==> config.mk <==
export PLATFORM = sky130hd
export DESIGN_NAME = bus_cycle_arbiter
export DESIGN_NICKNAME = d
export VERILOG_FILES = /design/src/rtl/bus_cycle_arbiter.sv
export SDC_FILE = /design/constraint.sdc
export NUM_CORES = 1
export LEC_CHECK = 0
export ABC_AREA = 1
export CORE_MARGIN = 3
export CORE_UTILIZATION = 35
export DETAILED_ROUTE_END_ITERATION = 8
export GPL_TIMING_DRIVEN = 0
export PLACE_DENSITY = 0.73
export SYNTH_ARGS = -nofsm -noshare
export SYNTH_HDL_FRONTEND = slang
export SYNTH_SLANG_ARGS = --single-unit
==> constraint.sdc <==
create_clock -name clock -period 3.4 [get_ports clock]
set_input_delay 0.68 -clock clock [delete_from_list [all_inputs] [get_ports clock]]
set_output_delay 0.68 -clock clock [all_outputs]
set_load 0.05 [all_outputs]
==> src/rtl/bus_cycle_arbiter.sv <==
// CPU6 external memory bus controller: arbitrates CPU vs DMA and sequences
// each access through address, wait and data phases with registered outputs.
module bus_cycle_arbiter #(
   parameter int unsigned WAIT_STATES   = 1,
   parameter int unsigned DMA_MAX_BURST = 4
) (
   input  logic        clock,
   input  logic        reset,
   input  logic        cpu_req,
   input  logic        cpu_we,
   input  logic [15:0] cpu_addr,
   input  logic [7:0]  cpu_wdata,
   output logic        cpu_ack,
   output logic [7:0]  cpu_rdata,
   input  logic        dma_req,
   input  logic        dma_we,
   input  logic [15:0] dma_addr,
   input  logic [7:0]  dma_wdata,
   output logic        dma_ack,
   output logic [7:0]  dma_rdata,
   output logic [15:0] mem_addr,
   output logic [7:0]  mem_wdata,
   output logic        mem_oe,
   output logic        mem_rd,
   output logic        mem_wr,
   input  logic [7:0]  mem_rdata,
   input  logic        mem_ready,
   output logic [1:0]  grant
);

   localparam logic [3:0] MAX_BURST = 4'(DMA_MAX_BURST);
   localparam logic [7:0] WS_LOAD   = 8'(WAIT_STATES);

   typedef enum logic [1:0] {S_IDLE, S_ADDR, S_WAIT, S_DATA} state_e;

   state_e      state_q, state_d;
   logic        own_dma_q, own_dma_d;
   logic        we_q, we_d;
   logic [15:0] addr_q, addr_d;
   logic [7:0]  wdata_q, wdata_d;
   logic [3:0]  burst_q, burst_d;
   logic [7:0]  wcnt_q, wcnt_d;

   logic        cpu_ack_q, cpu_ack_d, dma_ack_q, dma_ack_d;
   logic [7:0]  cpu_rdata_q, cpu_rdata_d, dma_rdata_q, dma_rdata_d;
   logic [15:0] mem_addr_q, mem_addr_d;
   logic [7:0]  mem_wdata_q, mem_wdata_d;
   logic        mem_oe_q, mem_oe_d, mem_rd_q, mem_rd_d, mem_wr_q, mem_wr_d;
   logic [1:0]  grant_q, grant_d;

   always_ff @(posedge clock) begin
      if (reset) begin
         state_q     <= S_IDLE;
         own_dma_q   <= 1'b0;
         we_q        <= 1'b0;
         addr_q      <= '0;
         wdata_q     <= '0;
         burst_q     <= '0;
         wcnt_q      <= '0;
         cpu_ack_q   <= 1'b0;
         dma_ack_q   <= 1'b0;
         cpu_rdata_q <= '0;
         dma_rdata_q <= '0;
         mem_addr_q  <= '0;
         mem_wdata_q <= '0;
         mem_oe_q    <= 1'b0;
         mem_rd_q    <= 1'b0;
         mem_wr_q    <= 1'b0;
         grant_q     <= '0;
      end else begin
         state_q     <= state_d;
         own_dma_q   <= own_dma_d;
         we_q        <= we_d;
         addr_q      <= addr_d;
         wdata_q     <= wdata_d;
         burst_q     <= burst_d;
         wcnt_q      <= wcnt_d;
         cpu_ack_q   <= cpu_ack_d;
         dma_ack_q   <= dma_ack_d;
         cpu_rdata_q <= cpu_rdata_d;
         dma_rdata_q <= dma_rdata_d;
         mem_addr_q  <= mem_addr_d;
         mem_wdata_q <= mem_wdata_d;
         mem_oe_q    <= mem_oe_d;
         mem_rd_q    <= mem_rd_d;
         mem_wr_q    <= mem_wr_d;
         grant_q     <= grant_d;
      end
   end

   always_comb begin
      state_d   = state_q;
      own_dma_d = own_dma_q;
      we_d      = we_q;
      addr_d    = addr_q;
      wdata_d   = wdata_q;
      burst_d   = burst_q;
      wcnt_d    = wcnt_q;
      unique case (state_q)
         S_IDLE: begin
            if (cpu_req || dma_req) begin
               // DMA is favoured until it has taken MAX_BURST grants against a waiting CPU
               own_dma_d = dma_req && !(cpu_req && (burst_q == MAX_BURST));
               we_d      = own_dma_d ? dma_we    : cpu_we;
               addr_d    = own_dma_d ? dma_addr  : cpu_addr;
               wdata_d   = own_dma_d ? dma_wdata : cpu_wdata;
               burst_d   = (own_dma_d && cpu_req) ? burst_q + 4'd1 : '0;
               state_d   = S_ADDR;
            end
         end
         S_ADDR: begin
            wcnt_d  = WS_LOAD;
            state_d = ((WS_LOAD == '0) && mem_ready) ? S_DATA : S_WAIT;
         end
         S_WAIT: begin
            wcnt_d = (wcnt_q != '0) ? wcnt_q - 8'd1 : '0;
            if ((wcnt_q <= 8'd1) && mem_ready) state_d = S_DATA;
         end
         S_DATA:  state_d = S_IDLE;
         default: state_d = S_IDLE;
      endcase
   end

   // Outputs are registered, so they are derived from the state being entered.
   always_comb begin
      logic busy, enter_data;
      busy        = (state_d != S_IDLE);
      enter_data  = (state_d == S_DATA) && (state_q != S_DATA);
      mem_addr_d  = busy ? addr_d : '0;
      mem_wdata_d = (busy && we_d) ? wdata_d : '0;
      mem_oe_d    = busy && we_d;
      mem_wr_d    = busy && we_d;
      mem_rd_d    = busy && !we_d;
      grant_d     = !busy ? 2'b00 : (own_dma_d ? 2'b10 : 2'b01);
      cpu_ack_d   = enter_data && !own_dma_d;
      dma_ack_d   = enter_data && own_dma_d;
      cpu_rdata_d = (cpu_ack_d && !we_d) ? mem_rdata : '0;
      dma_rdata_d = (dma_ack_d && !we_d) ? mem_rdata : '0;
   end

   assign cpu_ack   = cpu_ack_q;
   assign dma_ack   = dma_ack_q;
   assign cpu_rdata = cpu_rdata_q;
   assign dma_rdata = dma_rdata_q;
   assign mem_addr  = mem_addr_q;
   assign mem_wdata = mem_wdata_q;
   assign mem_oe    = mem_oe_q;
   assign mem_rd    = mem_rd_q;
   assign mem_wr    = mem_wr_q;
   assign grant     = grant_q;

endmodule

; ---- After elaboration in Yosys (flattened, before gate mapping)
; Index checks and enable logic that the tools add are counted.
[classes]
addsub = 2
n_lt_le_gt_ge = 1
eq_ne = 6
mux = 18
bitwise = 4
reduce_logical = 24
[op_table]
columns = op, count
row1 = two-way mux 16 bit, 3
row2 = two-way mux 8 bit, 4
row3 = case mux 8 bit (2 select lines), 1
row4 = logical AND 1 bit, 11
row5 = "<= comparator 8 x 1 -> 1 bit, second input constant", 1
row6 = case mux 2 bit (4 select lines), 1
row7 = nonzero test 8 bit, 1
row8 = OR reduction 2 bit, 4
row9 = "subtractor 8 x 1 -> 8 bit, second input constant", 1
row10 = "equality test 2 bit, second input constant", 3
row11 = two-way mux 2 bit, 3
row12 = two-way mux 1 bit, 5
row13 = "adder 4 x 1 -> 4 bit, second input constant", 1
row14 = "equality test 4 x 3 -> 1 bit, second input constant", 1
row15 = two-way mux 4 bit, 1
row16 = inverter 1 bit, 4
row17 = nonzero test 2 bit, 2
row18 = zero test 1 bit, 3
row19 = "equality test 2 x 1 -> 1 bit, second input constant", 1
row20 = zero test 2 bit, 1
row21 = "!= test 2 bit, second input constant", 1
row22 = AND reduction 2 bit, 1
row23 = logical OR 1 bit, 1
[totals]
regBits = 86
input_bits = 63

; ---- Depth between registers and ports, before layout
[depth]
depth_word = 11
mapped_depth = 11
ltp_nobuf = 10

; ---- Least setup slack after synthesis
; Ideal clock, no wire load.
[synth_path]
path_type = flip-flop to flip-flop
from = register state_q[0]
to = register cpu_rdata_q[0], in the netlist cpu_rdata[0]
setup_time_ns = 0.080
t_arrival_ns = 1.552
required_time_ns = 3.320
slack_ns = 1.768
stages_incl_launch_ff = 9
synth_period_minus_slack_ns = 1.632
path_cell_list = dfxtp_1 -> inv_1 -> ha_1 -> buf_4 -> inv_2 -> or2_1 -> nor2_1 -> nand4_2 -> nor3_1
[synth_between]
elab_chain_cells = 8
elab_cells_between_ends = 18
classes_between = 5 x eq/ne / 5 x mux / 1 x bitwise / 7 x reduce/logical
[synth_lines]
columns = item, line_no
row1 = from (decl), 36  ; state_e state_q, state_d;
row2 = from (signal assigned), 71  ; state_q <= state_d;
row3 = equality test 2 bit (tied with other cells), 99  ; unique case (state_q)
row4 = case mux 2 bit (4 select lines) *, 99
row5 = named net state_d[1], 36
row6 = equality test 2 bit *, 128  ; enter_data = (state_d == S_DATA) && (state_q != S_DATA);
row7 = logical AND 1 bit *, 128
row8 = logical AND 1 bit *, 135  ; cpu_ack_d = enter_data && !own_dma_d;
row9 = logical AND 1 bit *, 137  ; cpu_rdata_d = (cpu_ack_d && !we_d) ? mem_rdata : '0;
row10 = inverter 1 bit (no line) *, --
row11 = OR reduction 2 bit (no line) *, --
row12 = to (signal assigned), 80  ; cpu_rdata_q <= cpu_rdata_d;
row13 = to (decl), 45  ; logic [7:0] cpu_rdata_q, cpu_rdata_d, dma_rdata_q, dma_rdata_d;
; The timed path passes the listed nets; every way through them passes the cells marked *.
; A chain may end at the register's enable or synchronous reset.

; ---- Worst setup path in the final report
[layout_path]
from = register mem_wr_q, in the netlist mem_wr
to = output port mem_wr
[layout_lines]
columns = item, line_no
row1 = from (decl), 48  ; logic mem_oe_q, mem_oe_d, mem_rd_q, mem_rd_d, mem_wr_q, mem_wr_d;
row2 = from (signal assigned), 86  ; mem_wr_q <= mem_wr_d;
row3 = to (decl), 25  ; output logic mem_wr,
; No word-level cell between the ends.

==> impl_metrics.yaml <==
hold_path:
  worstHoldPathCells: 2
  hold_class: "reg2reg"
cts:
  ctsHoldBuffers: 0
  ctsResizeCount: 0
  clockRootBuffer: "clkbuf_8"
  cts_buffers: 9
  clkSlewWorstSetupHoldPaths_ns: 0.07
  clkLatencyLatePin_ns: 0.35
  cts_tree: "built"
  post_cts_buffers: 0
  cts_sinks: 86
  max-clock-path-buffers: 2
  htree_levels: 3
timing:
  slew_headroom_pct: 63.5
  finalSetupTns_ns: 0
  setup_viol: 0
  hold_viol_final: 0
  fin_skew_ns: 0.0129
  fin_crit_ns: 2.25
  period_share_pct: 66.2
  rsz0062_at_grt: "no"
  worstMarginPinSlew_ns: 0.547
  slew_viol_final: 0
  final.setup.worst_slack_ns: 1.15
  max_freq_ghz: 0.444
yosys:
  synth_compound_gate_area_share_pct: 10.7
  synth_mux_area_share_pct: 0
  yosys.area_share.simple_pct: 23.6
  yosys.area_share.xor_xnor_pct: 1.34
  syn-num-nets: 474
  synth_top_family_by_area: "simple AND/OR/NAND/NOR gates"
  syn_inst: 403
  ys_warn_count: 0
  seq_area_frac_synth_pct: 52.7
  synth_seq_cells: 86
  syn_area_sq_um: 3270
  syn_avg_cell_area_sq_um: 8.10
  yosysUniqueCellTypes: 28
  synthAdderAreaFrac_pct: 3.07
detailed_routing:
  viasPerCell: 4.73
  drtIter0Drc: 101
  wl_per_cell_microns: 13.1
  detail-route-antenna-nets: 0
  wirelength_microns: 8330
  drc: 0
  dr.pass1.iters: 4
  dr_total_vias: 3001
critical_path:
  worst_setup_path_end_kind: "output port"
  cp_slowest_cell: "clkdlybuf4s50_1"
  path_cells: "buf_4, clkdlybuf4s50_1"
  r2r_setup_slack_ns: 1.48
  cp_max_fo: 2
  arrival_ns: 1.57
  path_class: "reg2out"
  slowest_delay_ns: 0.79
  reg2reg_depth: 8
  setup.worst_path.start_class: "flop"
  critical_path_required_ns: 2.72
placed_design:
  pre_cts_ws_ns: 0.787
  post_dp_cell_area_sq_um: 4490
  dp_hpwl_microns: 6140
  placed_cells: 620
  gp_congestion: 0.766
  io_buffers: 109
cells_and_area:
  finalNonFillerCells: 635
  final_area_sq_um: 4700
  final_util_pct: 52.9
  area_growth_pct: 44.0
  drive_above_1_share_pct: 8.35
  fin_nets: 594
  antennaDiodeCount: 0
grt:
  grt_usage_pct: 16.4
  grt_pass1_wl_microns: 13600
  grt_max_degree: 15
  antenna_found_initial: 0
  overflow: 0
  grt_pass1_vias: 2962
die:
  fp.dieW_microns: 103
  pin_count: 110
  die_h_microns: 103
  initial_core_util_pct: 36.7
  die_area_sq_um: 10500
  row_count: 34
  design.core.area_sq_um: 8890
job:
  drv_cap: 0
pwr:
  p_per_area_nw_per_um2: 874
  irDropWorstVdd_mv: 0.497
  leakagePower_uw: 0.00204
status:
  status: "finished, final reports clean"
==> placed cells by master, fill, tap and decap left out, types with 2 or more instances in the layout <==
cell type        synthesis  routed
a211oi_1                 3       3
a21oi_1                 22      22
buf_2                    6       6
buf_4                    6       6
buf_6                    2       2
bufinv_16                0       2
clkbuf_1                 4       5
clkbuf_8                 0       9
clkdlybuf4s50_1          0     109
clkinvlp_4               0       2
dfxtp_1                 86      86
ha_1                     8       8
inv_1                   40      40
inv_2                    4       4
nand2_1                 72      72
nand2_2                  4       4
nand2_4                  2       2
nand3_1                 16      16
nand4_1                  2       2
nand4_2                  2       2
nor2_1                  59      59
nor3_1                  10      10
o21ai_0                 30      30
o21ai_1                 12      12
or2_1                    2       2
xor2_1                   5       5
==> cells in the mapped netlist (all sizes together) <==
library cell	n	area share, %
ha	8	3.1
clkbuf	4	0.46
nor2	61	7.3
nand3	16	2.5
nand2	78	9.7
nor3	10	1.5
xor2	5	1.3
o21ai	42	6.4
buf	14	3.0
inv	44	5.1
nand4	5	1.8
nor3b	1	0.23
a211oi	3	0.69
a21oi	22	3.4
o21bai	1	0.23
or2	3	0.57
dfxtp	86	53
==> cells by family (layout without fill, tap and decap cells) <==
kind of cell	after synthesis	count (layout)
AND/OR/NAND/NOR	174	174
flip-flops	86	86
AO/OA/AOI/OAI	68	68
buffers and inverters	62	186
adder cells (fa/ha/maj)	8	8
XOR/XNOR	5	5
==> final timing paths <==
kind                                              from                      end
worst max-delay path                 mem_wr$_SDFF_PP0_                   mem_wr
worst min-delay path            wcnt_q[7]$_SDFFE_PP0P_   wcnt_q[7]$_SDFFE_PP0P_
worst max register to register   state_q[0]$_SDFF_PP0_  cpu_rdata[1]$_SDFF_PP0_
worst min register to register  wcnt_q[7]$_SDFFE_PP0P_   wcnt_q[7]$_SDFFE_PP0P_
==> flip-flops by register name, summed over array words and instances (netlist names) <==
register and count:
addr_q 16, mem_wr 1, mem_addr 16, cpu_rdata 8, wcnt_q 8, own_dma_q 1
grant 2, burst_q 4, wdata_q 8, dma_rdata 8, we_q 1, mem_rd 1
dma_ack 1, cpu_ack 1, mem_wdata 8, state_q 2
==> critical path, delay by kind of cell, from the launching register on <==
family | cells | cell delay, ns
buffers and inverters | 2 | 0.89
DFF | 1 | 0.34
==> per-layer routing <==
| metal | GRT usage [%] | wire length, microns | share of wire, % |
|---|---|---|---|
| met5 | 0 | 0 | 0 |
| met4 | 5.05 | 69 | 0.83 |
| met3 | 6.02 | 855 | 10 |
| met2 | 26.1 | 3690 | 44 |
| met1 | 20.9 | 3720 | 45 |
==> metrics by stage <==
stage          hold WS [ns]  total power [uW]
2_1_floorplan         0.452              2750
3_3_place_gp          0.464              3310
3_5_place_dp          0.488              3350
4_1_cts               0.500              4140
5_1_grt               0.514              4400
6_report              0.493              4110
==> where the power goes <==
part	switching (uW)	total [uW]	leakage, uW	internal, uW
registers	95.7	1360	0.000704	1270
clock network	360	773	0.0000990	413
logic	1310	1970	0.00124	664
total	1770	4110	0.00204	2350
==> cell type report <==
type / instances / area, sq um
clock buffer: 10 / 128
fill: 838 / 4190
tap: 108 / 135
clock inverter: 5 / 83.8
multi-input combinational: 255 / 1270
timing repair buffer: 109 / 1090
inverter: 44 / 165
buffer: 18 / 113
sequential: 86 / 1720
No activity file was read; power rests on OpenSTA's default activity.
==> variant: new RTL, config.mk and constraints unchanged <==
Take the reset off `addr_q`, `wdata_q`, `cpu_rdata_q`, `dma_rdata_q`, `mem_addr_q` and `mem_wdata_q` and load them in a clocked block of their own.
--- a/src/rtl/bus_cycle_arbiter.sv
+++ b/src/rtl/bus_cycle_arbiter.sv
@@ -53,16 +53,10 @@
          state_q     <= S_IDLE;
          own_dma_q   <= 1'b0;
          we_q        <= 1'b0;
-         addr_q      <= '0;
-         wdata_q     <= '0;
          burst_q     <= '0;
          wcnt_q      <= '0;
          cpu_ack_q   <= 1'b0;
          dma_ack_q   <= 1'b0;
-         cpu_rdata_q <= '0;
-         dma_rdata_q <= '0;
-         mem_addr_q  <= '0;
-         mem_wdata_q <= '0;
          mem_oe_q    <= 1'b0;
          mem_rd_q    <= 1'b0;
          mem_wr_q    <= 1'b0;
@@ -71,21 +65,24 @@
          state_q     <= state_d;
          own_dma_q   <= own_dma_d;
          we_q        <= we_d;
-         addr_q      <= addr_d;
-         wdata_q     <= wdata_d;
          burst_q     <= burst_d;
          wcnt_q      <= wcnt_d;
          cpu_ack_q   <= cpu_ack_d;
          dma_ack_q   <= dma_ack_d;
-         cpu_rdata_q <= cpu_rdata_d;
-         dma_rdata_q <= dma_rdata_d;
-         mem_addr_q  <= mem_addr_d;
-         mem_wdata_q <= mem_wdata_d;
          mem_oe_q    <= mem_oe_d;
          mem_rd_q    <= mem_rd_d;
          mem_wr_q    <= mem_wr_d;
          grant_q     <= grant_d;
       end
+   end
+
+   always_ff @(posedge clock) begin
+      addr_q      <= addr_d;
+      wdata_q     <= wdata_d;
+      cpu_rdata_q <= cpu_rdata_d;
+      dma_rdata_q <= dma_rdata_d;
+      mem_addr_q  <= mem_addr_d;
+      mem_wdata_q <= mem_wdata_d;
    end
 
    always_comb begin
Check against the original RTL: not equivalent (a bounded check fails within 4 cycles, from zero or initial values and one cycle with reset high).
==> variant against the original RTL <==
  * Routed wire length is 6.6% lower
  * Core utilization hardly changed
  * Synthesized area is 1.6% higher
  * Combinational power is 3% higher
  * Synthesized cell count is 7.4% lower
  * Register-to-register slack better by 0.17 ns
  * Sequential share of layout area is 0.37 points lower
  * Via count is 8.3% lower
  * Final area is 1.0% higher
  * Power is 2.3% higher
  * Sequential cell count stayed put
  * Count of clock-buffer cells in the layout is 1 lower
  * Worst setup slack worse by 0.0091 ns
  * Cell count is 2.0% lower
  * Critical endpoint unchanged
  * Highest routed layer unchanged
==> variant: results (changes against the original RTL) <==
| Metric | Value |
|---|---|
| Status | complete, no violations |
| Share of the synthesized area in compound gates (AO/OA/AOI/OAI) | 12.2% (+1.5 points) |
| Worst Reg2Reg Path Length in Cells | 7 (-1) |
| Clock network power consumption | 0.712 mW (-7.9%) |
| End of the worst register-to-register path | mem_addr[15] |
| Synthesized instance count | 373 (-7.4%) |
| Adder-cell share of the synthesized area | 3.02% (-0.047 points) |
| Minimum hold slack | 0.494 ns (+0.000788 ns) |
| Worst relative slew slack | 64.1% (+0.62 points) |
| Layout filler cell count | 853 (+1.8%) |
| Launch point of the worst path | mem_wr |
| Net count, final | 563 (-5.2%) |
| Maximum number of pins on one net before global-route repair | 16 (+1) |
| Vias | 2751 (-8.3%) |
| Switching power as a share of total power | 42.5% (-0.47 points) |
| Comb pwr | 2.02 mW (+3%) |
| Minimum setup slack in the final design | 1.14 ns (-0.00914 ns) |
| Post-cts sizing count | 0 (unchanged) |
| R2R Setup Slk | 1.65 ns (+0.17 ns) |
| Post-placement cell count | 607 (-2.1%) |
| Min-Delay Endpoint | wdata_q[1] |
| Total wire length after detailed routing | 7780 µm (-6.6%) |
| Max Buffers Root-to-Sink | 2 (unchanged) |
| First-pass GRT wire length | 12500 µm (-8.3%) |
| Fraction of layout cells with a size suffix above 1 | 15.5% (+7.2 points) |
| Leakage | 2.06 nW (+0.69%) |
| Top cells by area in the synthesized netlist | dfxtp_1 (52%), nand2_1 (7.4%), a21oi_2 (7.1%), nor2_1 (5.9%), inv_1 (4.2%) |
| Fraction of synthesized cell area in xor and xnor cells | 1.85% (+0.51 points) |
| Worst hold start | wdata_q[1] |
| Routability congestion estimate from global placement | 0.789 (+3.1%) |
| Post-CTS setup repair buffer count | 0 (unchanged) |
| Peak VDD IR | 0.343 mV (-31%) |
| Port buffer count | 108 (-0.92%) |
| Vias per Instance | 4.42 (-6.4%) |
| Clock skew | 0.0143 ns (+0.00141 ns) |
| Number of CTS-inserted buffers | 9 (unchanged) |
| Clock input transition at the sequential cells of the worst setup and hold paths | 0.09 ns (+0.02 ns) |
| DPL Wire Length | 5910 µm (-3.8%) |
| Area post-placement | 4560 µm² (+1.4%) |
| Initial antenna violation count | 0 (unchanged) |
| Ant. Diodes | 0 (unchanged) |
| Post-Synthesis Net Count | 444 (-6.3%) |
| Yosys cell types | 34 (+21%) |
| Synth cell count leaders | dfxtp_1 (86), nand2_1 (65), nor2_1 (52) |
| Proportion of synthesized area in mux cells | 0% (unchanged) |
| Global Route Usage Sum | 14.9% (-1.6 points) |
variant: cell count changes in the layout (fill, tap and decap cells not counted), sizes merged, moves of 2 or more:
cell    delta
clkbuf     -4
a21oi     +31
nand2      -6
o21ai     -38
xnor2      +2
nor2       -4
nor3       +2
nand3     -12
and3       +8
nand4      -2
inv        -2
clkinv     +2
buf        -2
variant: worst max-delay path, cell delays in order (launching register included):
cell	delay [ns]
dfxtp_1	0.34
buf_4	0.10
clkdlybuf4s50_1	0.78
variant: area by class of cell:
cell class,count,area (µm²),area share [%]
plain buffers,13,133,2.79
clock buffers,9,124,2.61
clock inverters,6,71.3,1.50
inverters,41,161,3.40
multi-input cells,233,1300,27.4
flip-flops and latches,86,1720,36.2
well taps,126,158,3.32
repair buffers,108,1080,22.8
variant: layer usage:
layer / vias up / GRT usage [%] / share of wire, %
li1: 1414 / - / -
met1: 1262 / 17.4 / 42
met2: 71 / 26.2 / 50
met3: 4 / 4.90 / 6.8
met4: 0 / 3.59 / 0.41
met5: - / 0 / 0
